**src/rtl/if_fetch_queue.sv**
```systemverilog
// Instruction-fetch front end: owns PC and ROM ce, buffers {pc, inst} pairs toward ID,
// and handles branch redirect with one delay slot and flush. FETCH_PERF_EN adds perf counters.
module if_fetch_queue #(
    parameter int          QUEUE_DEPTH = 4,
    parameter logic [31:0] RESET_PC    = 32'h0000_0000
) (
    input  logic                         clk,
    input  logic                         rst,
    output logic                         ce,
    output logic [31:0]                  pc,
    input  logic [31:0]                  inst_i,
    output logic                         id_valid_o,
    input  logic                         id_ready_i,
    output logic [31:0]                  id_pc_o,
    output logic [31:0]                  id_inst_o,
    input  logic                         branch_flag_i,
    input  logic [31:0]                  branch_target_addr_i,
    input  logic                         flush_i,
    input  logic [31:0]                  new_pc_i,
`ifdef FETCH_PERF_EN
    output logic [31:0]                  full_stall_cnt_o,
    output logic [31:0]                  redirect_cnt_o,
`endif
    output logic [$clog2(QUEUE_DEPTH):0] count_o
);
    localparam int PW = $clog2(QUEUE_DEPTH);
    localparam int CW = PW + 1;
    localparam logic [CW-1:0] DEPTH_C = CW'(QUEUE_DEPTH);

    logic              ce_q;
    logic [31:0]       pc_q, pc_d;
    logic [PW-1:0]     rd_ptr_q, rd_ptr_d;
    logic [PW-1:0]     wr_ptr_q, wr_ptr_d;
    logic [CW-1:0]     count_q, count_d;
    logic [31:0]       pc_mem_q   [QUEUE_DEPTH];
    logic [31:0]       inst_mem_q [QUEUE_DEPTH];

    logic              pop_s, fire_s, push_s;
    logic [CW-1:0]     remain_s;

    assign ce         = ce_q;
    assign pc         = pc_q;
    assign count_o    = count_q;
    assign id_valid_o = (count_q != {CW{1'b0}});
    assign id_pc_o    = id_valid_o ? pc_mem_q[rd_ptr_q]   : 32'h0000_0000;
    assign id_inst_o  = id_valid_o ? inst_mem_q[rd_ptr_q] : 32'h0000_0000;

    assign pop_s    = id_valid_o && id_ready_i;
    assign fire_s   = ce_q && ((count_q < DEPTH_C) || pop_s);
    assign remain_s = count_q - CW'(pop_s);

    // Next PC, pointer and occupancy selection: flush > branch > sequential
    always_comb begin
        pc_d     = pc_q;
        rd_ptr_d = rd_ptr_q;
        wr_ptr_d = wr_ptr_q;
        count_d  = count_q;
        push_s   = 1'b0;
        if (flush_i) begin
            pc_d     = new_pc_i;
            rd_ptr_d = wr_ptr_q;
            count_d  = {CW{1'b0}};
        end else if (branch_flag_i) begin
            pc_d     = branch_target_addr_i;
            rd_ptr_d = rd_ptr_q + PW'(pop_s);
            // The oldest surviving entry is the delay slot; otherwise fetch it now.
            if (remain_s != {CW{1'b0}}) begin
                wr_ptr_d = rd_ptr_d + PW'(1'b1);
                count_d  = CW'(1'b1);
            end else if (fire_s) begin
                push_s   = 1'b1;
                wr_ptr_d = wr_ptr_q + PW'(1'b1);
                count_d  = CW'(1'b1);
            end else begin
                count_d  = {CW{1'b0}};
            end
        end else begin
            if (fire_s) begin
                push_s   = 1'b1;
                pc_d     = pc_q + 32'd4;
                wr_ptr_d = wr_ptr_q + PW'(1'b1);
            end else begin
                pc_d     = pc_q;
            end
            rd_ptr_d = rd_ptr_q + PW'(pop_s);
            count_d  = count_q + CW'(push_s) - CW'(pop_s);
        end
    end

    // Control state registers
    always_ff @(posedge clk) begin
        if (rst) begin
            ce_q     <= 1'b0;
            pc_q     <= RESET_PC;
            rd_ptr_q <= {PW{1'b0}};
            wr_ptr_q <= {PW{1'b0}};
            count_q  <= {CW{1'b0}};
        end else begin
            ce_q     <= 1'b1;
            pc_q     <= pc_d;
            rd_ptr_q <= rd_ptr_d;
            wr_ptr_q <= wr_ptr_d;
            count_q  <= count_d;
        end
    end

    // Entry storage; contents are masked by id_valid_o so no reset is needed
    always_ff @(posedge clk) begin
        if (!rst && push_s) begin
            pc_mem_q[wr_ptr_q]   <= pc_q;
            inst_mem_q[wr_ptr_q] <= inst_i;
        end
    end

`ifdef FETCH_PERF_EN
    logic [31:0] full_stall_cnt_q, full_stall_cnt_d;
    logic [31:0] redirect_cnt_q, redirect_cnt_d;

    assign full_stall_cnt_o = full_stall_cnt_q;
    assign redirect_cnt_o   = redirect_cnt_q;

    // Saturating event counters
    always_comb begin
        full_stall_cnt_d = full_stall_cnt_q;
        redirect_cnt_d   = redirect_cnt_q;
        if (ce_q && (count_q == DEPTH_C) && !pop_s && (full_stall_cnt_q != 32'hFFFF_FFFF)) begin
            full_stall_cnt_d = full_stall_cnt_q + 32'd1;
        end else begin
            full_stall_cnt_d = full_stall_cnt_q;
        end
        if ((branch_flag_i || flush_i) && (redirect_cnt_q != 32'hFFFF_FFFF)) begin
            redirect_cnt_d = redirect_cnt_q + 32'd1;
        end else begin
            redirect_cnt_d = redirect_cnt_q;
        end
    end

    // Perf counter registers
    always_ff @(posedge clk) begin
        if (rst) begin
            full_stall_cnt_q <= 32'h0000_0000;
            redirect_cnt_q   <= 32'h0000_0000;
        end else begin
            full_stall_cnt_q <= full_stall_cnt_d;
            redirect_cnt_q   <= redirect_cnt_d;
        end
    end
`endif

endmodule
```
**config.mk**
```make
export PLATFORM = sky130hd
export DESIGN_NAME = if_fetch_queue
export DESIGN_NICKNAME = d
export VERILOG_FILES = /design/src/rtl/if_fetch_queue.sv
export SDC_FILE = /design/constraint.sdc
export NUM_CORES = 1
export LEC_CHECK = 0
export ABC_AREA = 1
export BUFFER_PORTS_ARGS = -buffer_cell sky130_fd_sc_hd__buf_4
export CAP_MARGIN = 20
export CELL_PAD_IN_SITES_DETAIL_PLACEMENT = 1
export CELL_PAD_IN_SITES_GLOBAL_PLACEMENT = 1
export CORE_UTILIZATION = 44
export DETAILED_ROUTE_END_ITERATION = 12
export PLACE_DENSITY = 0.88
export SYNTH_ARGS = -nofsm -noshare
export SYNTH_HDL_FRONTEND = slang
export SYNTH_SLANG_ARGS = --single-unit
```
**constraint.sdc**
```tcl
create_clock -name clk -period 7 [get_ports clk]
set_clock_uncertainty 0.15 [all_clocks]
set_input_delay 2.1 -clock clk [delete_from_list [all_inputs] [get_ports clk]]
set_output_delay 2.1 -clock clk [all_outputs]
set_load 0.05 [all_outputs]
```
==> run_results.csv, run 1 <==
group,metric,value,unit
timing,rsz0062_at_grt,"no",
yosys,synth_edf_count,256,
global_route,grt_pass1_vias,10922,
yosys,synth_cell_types,28,
finish,nFillCells,3239,
timing,timing.hold.ws,0.4151,ns
yosys,syn_nets,1425,
setup_path,crit_top_cell,"buf_4",
timing,slew_headroom,30.49,%
timing,setup_viol,0,
yosys,synth.most_common_cell,"nor2_1",
timing,layout_setup_ws,1.457,ns
power_and_ir_drop,power.density,269.7,mW/mm^2
global_route,antenna_found_initial,0,
yosys,ys_top_cells_by_count,"nor2_1 (367), edfxtp_1 (256), nand2_1 (196), o21ai_0 (145), a21oi_1 (113)",
floorplanning,ioPinCount,202,
cts,cts.sinks,296,
timing,tns,0,ns
global_route,grt.total_usage,24.87,%
global_route,grt_pass1_wl,58770,um
setup_path,ff2ff_setup_slack,3.80,ns
placement,place_congestion,0.8807,
hold_path,worstHoldEndpoint,"wr_ptr_q[1]",
hold_path,holdPathStages,2,
finish,area.growth.synth_to_final,22.77,%
floorplanning,start_util,44.96,%
timing,hold_viol_final,0,
power_and_ir_drop,sequentialPowerShare,47.1,%
setup_path,r2r-end,"pc_mem_q[3][21]",
yosys,synth_ff_type,"edfxtp_1",
cts,cts_setup_buffers,0,
outcome,status,"finished clean",
power_and_ir_drop,p_sw,0.001080,W
setup_path,start_kind,"flop",
setup_path,critPathKind,"reg2out",
yosys,ys_seq_elements,296,
yosys,synth_area,0.01297,mm^2
yosys,ys_warn_count,0,
timing,fmax,180.4,MHz
yosys,ys_async_sr_fraction,0,%
cts,clk_path_buf_depth,3,
setup_path,r2r-start,"count_o[1]",
power_and_ir_drop,comb_power_share,11.3,%
routing,vias,10275,
setup_path,worst-path-buf-inv,3,
cts,cts_resized,0,
setup_path,crit_family,"buffers and inverters",
cts,cts_tree,"yes",
finish,seq_area,0.008493,mm^2
setup_path,arrival,3.29,ns
setup_path,cp_slowest_cell,"dfxtp_4",
cts,cts_made_buffers,31,
cts,postCtsHoldBufs,0,
floorplanning,dieArea,0.03018,mm^2
placement,pre_cts_slack,2.081,ns
floorplanning,dieWidth,173.7,um
yosys,yosysSeqAreaShare,65.42,%
yosys,syn_inst,1315,
setup_path,critPathMaxStageDelay,0.80,ns
routing,routed_wl,37560,um
finish,nNetsFinal,1602,
floorplanning,die_h,173.7,um
finish,multiInputGateArea,0.004014,mm^2
yosys,yosys.area.top_type,"edfxtp_1",
routing,wl_per_cell,19.77,um
floorplanning,coreArea,0.02886,mm^2
power_and_ir_drop,p_int,0.003216,W
finish,diodes,0,
yosys,synth.area.top_cells,"edfxtp_1 (59%), nor2_1 (11%), dfxtp_1 (6.2%)",
power_and_ir_drop,p_leak,5.971,nW
floorplanning,rows,62,
hold_path,hold_start,"wr_ptr_q[1]",
setup_path,r2r_cells,8,
yosys,synth_top_area_share,59.25,%
setup_path,critPathRequiredTime,4.75,ns
setup_path,worstPathCellList,"clkinv_2, buf_4, o21ai_0, a21oi_1, buf_4",
yosys,syn_area_per_cell,9.867,um^2
routing,drc_errors,0,
global_route,grt_max_degree,95,
timing,post-route-period-util,79.18,%
routing,first_pass_iters,5,
routing,first_iter_violations,714,
cts,ctsRootBufferMaster,"clkbuf_16",
power_and_ir_drop,switching_share,25.14,%
global_route,gr-total-overflow,0,
placement,io_buffers,201,
hold_path,min_path_type,"reg2reg",
power_and_ir_drop,power_frac_clock,41.6,%
timing,worstMarginPinSlew,1.040,ns
setup_path,crit_path_max_fanout,94,
timing,final_max_slew_viol_count,0,
power_and_ir_drop,irDropWorstVdd,233.5,uV
setup_path,end_kind,"primary output",
timing,fin_crit,5.543,ns
routing,ant_nets,0,
cts,clk-insertion-delay-late,0.55,ns
flow_run,maxCapViolCount,0,
cts,path_clk_slew,0.06,ns
routing,vias_per_cell,5.408,
finish,drive_above_1_share,18.73,%
cts,h-tree-depth,1,
placement,dpl.hpwl,23840,um
==> cell families (layout without fill, tap and decap cells) <==
| family | Yosys count | count (layout) | share of synthesized area (%) |
|---|---|---|---|
| xor gates and xnor gates | 11 | 11 | 0.7425 |
| AOI/OAI and AO/OA | 273 | 273 | 10.74 |
| and+or+nand+nor | 611 | 611 | 18.24 |
| buffers and inverters | 115 | 316 | 3.934 |
| adders and majority gates | 9 | 9 | 0.9258 |
| DFF | 296 | 296 | 65.42 |
==> worst register-to-register path, stage by stage (launching register included) <==
cell	delay [ns]
dfxtp_1	0.35
nor2_1	0.17
inv_1	0.12
nor2_4	0.21
a21oi_1	0.10
nand2_1	0.14
nand3_1	0.35
nor2_4	0.91
buf_12	0.34
==> metrics by stage <==
stage               total power (W)  std cells  utilization [%]  cell area [um^2]
CTS                        0.004320       1899            55.10             15900
global route               0.004430       1900            55.20             15930
floorplan                  0.002346       1315                -             12970
global placement           0.002524       1842            51.27             14790
finish                     0.004296       1900            55.20             15930
detailed placement         0.002544       1842            51.27             14790
==> layer usage <==
metal,track usage (%),up-vias,routed length (um),part of all wire (%)
met5,0,-,0,0
met4,7.237,0,878,2.3
met3,3.772,56,1898,5.1
met2,43.95,304,19060,51
met1,31.51,5103,15720,42
li1,-,4812,-,-
==> worst max-delay path by stage <==
stage                            end         from  slack, ns  cells past startpoint
floorplan           inst_mem_q[0][0]   id_ready_i       1.10                      6
global placement         id_pc_o[20]  rd_ptr_q[0]       2.24                      5
detailed placement       id_pc_o[22]  rd_ptr_q[0]       2.08                      5
CTS                      id_pc_o[22]  rd_ptr_q[0]       1.48                      5
global route             id_pc_o[22]  rd_ptr_q[0]       1.26                      5
finish                   id_pc_o[22]  rd_ptr_q[0]       1.46                      5
==> flip-flops by register name, summed over array words and instances (netlist names) <==
signal and flops:
inst_mem_q 128, pc 32, pc_mem_q 128, wr_ptr_q 2, count_o 3, ce 1
rd_ptr_q 2
==> power by group through the flow <==
stage | registers [W] | clock network (W) | logic [W]
3_5_place_dp | 0.00206 | 0 | 0.000481
6_report | 0.00203 | 0.00179 | 0.000483
3_3_place_gp | 0.00206 | 0 | 0.000465
2_1_floorplan | 0.00209 | 0 | 0.000260
5_1_grt | 0.00203 | 0.00188 | 0.000522
4_1_cts | 0.00203 | 0.00181 | 0.000485
==> final cells by class <==
cell class,count,share of cell area [%]
flip-flops and latches,296,53.32
multi-input cells,904,25.20
repair buffers,214,10.45
clock buffers,36,4.988
well taps,384,3.016
clock inverters,21,1.964
inverters,45,1.068
==> layout by cell type, fill, tap and decap left out, types with 4 or more instances in the layout <==
cell type	instances
clkinv_2	8
nand3_1	36
buf_4	210
nand2_1	196
nor2_2	6
clkbuf_16	31
o21bai_1	4
xor2_1	7
edfxtp_1	256
o21ai_0	145
nor2_1	362
ha_1	8
dfxtp_1	38
inv_1	42
xnor2_1	4
bufinv_16	8
o211ai_1	4
clkbuf_1	5
a21oi_1	113
clkinvlp_4	4
nor2_4	5
Power figures use the tool's default switching activity.
==> inputs of run 2 (changes only) <==
==> constraint.sdc (replaced) <==
create_clock -name clk -period 5.3 [get_ports clk]
set_clock_uncertainty 0.15 [all_clocks]
set_input_delay 1.59 -clock clk [delete_from_list [all_inputs] [get_ports clk]]
set_output_delay 1.59 -clock clk [all_outputs]
set_load 0.05 [all_outputs]
==> run 2 against run 1 <==
Global-route usage hardly changed. Count of clock-buffer cells in the layout shrank 2. Wire length grew 1.5%. Clock power grew 16%. Sequential power is 32% higher. Critical path type unchanged. Highest routed layer unchanged.
==> run_results.csv, run 2 (synthesis results as in run 1) <==
group,metric,value,unit
finish,layout_common_cells,"nor2_1 (362), edfxtp_1 (256), buf_4 (212)",
timing,rsz0062_at_grt,"no",
timing,timing.hold.ws,0.4479,ns
global_route,gr-total-overflow,0,
flow_run,maxCapViolCount,0,
routing,drc_errors,0,
placement,dpl.hpwl,23750,um
timing,hold_viol_final,0,
global_route,grt_pass1_wl,58810,um
finish,multiInputGateArea,0.004014,mm^2
cts,cts.sinks,296,
setup_path,arrival,2.64,ns
setup_path,crit_path_max_fanout,56,
timing,final_max_slew_viol_count,0,
placement,place_congestion,0.8388,
timing,fmax,228.4,MHz
finish,drive_above_1_share,18.27,%
global_route,grt_max_degree,130,
finish,final_common_cell,"nor2_1",
floorplanning,ioPinCount,202,
cts,ctsRootBufferMaster,"clkbuf_16",
finish,area.growth.synth_to_final,21.56,%
power_and_ir_drop,fin_total_pwr,0.005395,W
cts,path_clk_slew,0.06,ns
setup_path,critPathRequiredTime,3.56,ns
routing,vias,10350,
power_and_ir_drop,p_leak,5.910,nW
routing,first_pass_iters,5,
routing,ant_nets,0,
finish,nFillCells,3282,
cts,clk_path_buf_depth,3,
finish,nNetsFinal,1602,
cts,cts_made_buffers,30,
cts,postCtsHoldBufs,0,
hold_path,min_path_type,"reg2reg",
cts,h-tree-depth,1,
placement,postPlaceCellArea,0.01482,mm^2
floorplanning,dieWidth,173.7,um
cts,clk-insertion-delay-late,0.55,ns
finish,diodes,0,
floorplanning,die_h,173.7,um
outcome,status,"finished clean",
cts,cts_resized,0,
routing,routed_wl,38130,um
routing,first_iter_violations,713,
floorplanning,dieArea,0.03018,mm^2
power_and_ir_drop,power.density,342.1,mW/mm^2
setup_path,end_kind,"primary output",
cts,cts_tree,"yes",
placement,io_buffers,201,
setup_path,start_kind,"flop",
timing,setup_viol,0,
finish,seq_area,0.008493,mm^2
timing,fin_crit,4.379,ns
floorplanning,rows,62,
power_and_ir_drop,irDropWorstVdd,242.1,uV
routing,vias_per_cell,5.447,
finish,stdcell_count,1900,
timing,post-route-period-util,82.62,%
global_route,antenna_found_initial,0,
finish,design_area,0.01577,mm^2
timing,slew_headroom,31.27,%
floorplanning,start_util,44.96,%
cts,cts_setup_buffers,0,
global_route,grt.total_usage,24.85,%
timing,tns,0,ns
floorplanning,coreArea,0.02886,mm^2
setup_path,critPathKind,"reg2out",
routing,wl_per_cell,20.07,um
global_route,grt_pass1_vias,10856,
timing,worstMarginPinSlew,1.031,ns
placement,placed_cells,1844,
-- run 2: cell types whose count changed in the layout (fill, tap and decap cells not counted), sizes merged --
cell and delta:
clkinvlp -2, buf +1, inv +1, clkbuf -2
bufinv -5, clkinv +7
-- run 2: layout make-up --
| type | count | share of cell area, % |
|---|---|---|
| tap | 384 | 3.046 |
| inverter | 45 | 1.079 |
| sequential | 296 | 53.85 |
| timing repair buffer | 215 | 10.52 |
| clock inverter | 22 | 1.206 |
| clock buffer | 34 | 4.855 |
| multi-input combinational | 904 | 25.45 |
-- run 2: worst max-delay path, stage by stage (launching register included) --
cell	delay, ns
dfxtp_4	0.36
clkinv_2	0.49
buf_4	0.45
o21ai_0	0.14
a21oi_1	0.35
buf_4	0.27
-- run 2: per-stage QoR --
step / utilization (%) / worst slack [ns]
3_5_place_dp: 51.34 / 1.212
6_report: 54.66 / 0.9211
2_1_floorplan: - / -0.08641
3_3_place_gp: 51.25 / 1.345
5_1_grt: 54.66 / 0.7208
4_1_cts: 54.66 / 0.8743
-- run 2: worst paths after layout --
check | startpoint | end | slack (ns) | depth (start not counted)
worst max-delay path | rd_ptr_q[0] | id_pc_o[14] | 0.92 | 5
worst min-delay path | wr_ptr_q[1] | wr_ptr_q[1] | 0.45 | 2
worst max register to register | count_o[1] | inst_mem_q[2][5] | 2.28 | 8
worst min register to register | wr_ptr_q[1] | wr_ptr_q[1] | 0.45 | 2
-- run 2: routing by layer --
metal	vias up	global-route usage, %	share of wire [%]
met4	0	7.566	2.4
met2	330	44.55	51
li1	4822	-	-
met5	-	0	0
met1	5139	31.14	41
met3	59	3.246	5.1
-- run 2: report_power, final --
group          internal (W)  switching, W
combinational      0.000202      0.000453
clock               0.00118      0.000891
sequential          0.00259     0.0000771
total               0.00397       0.00142
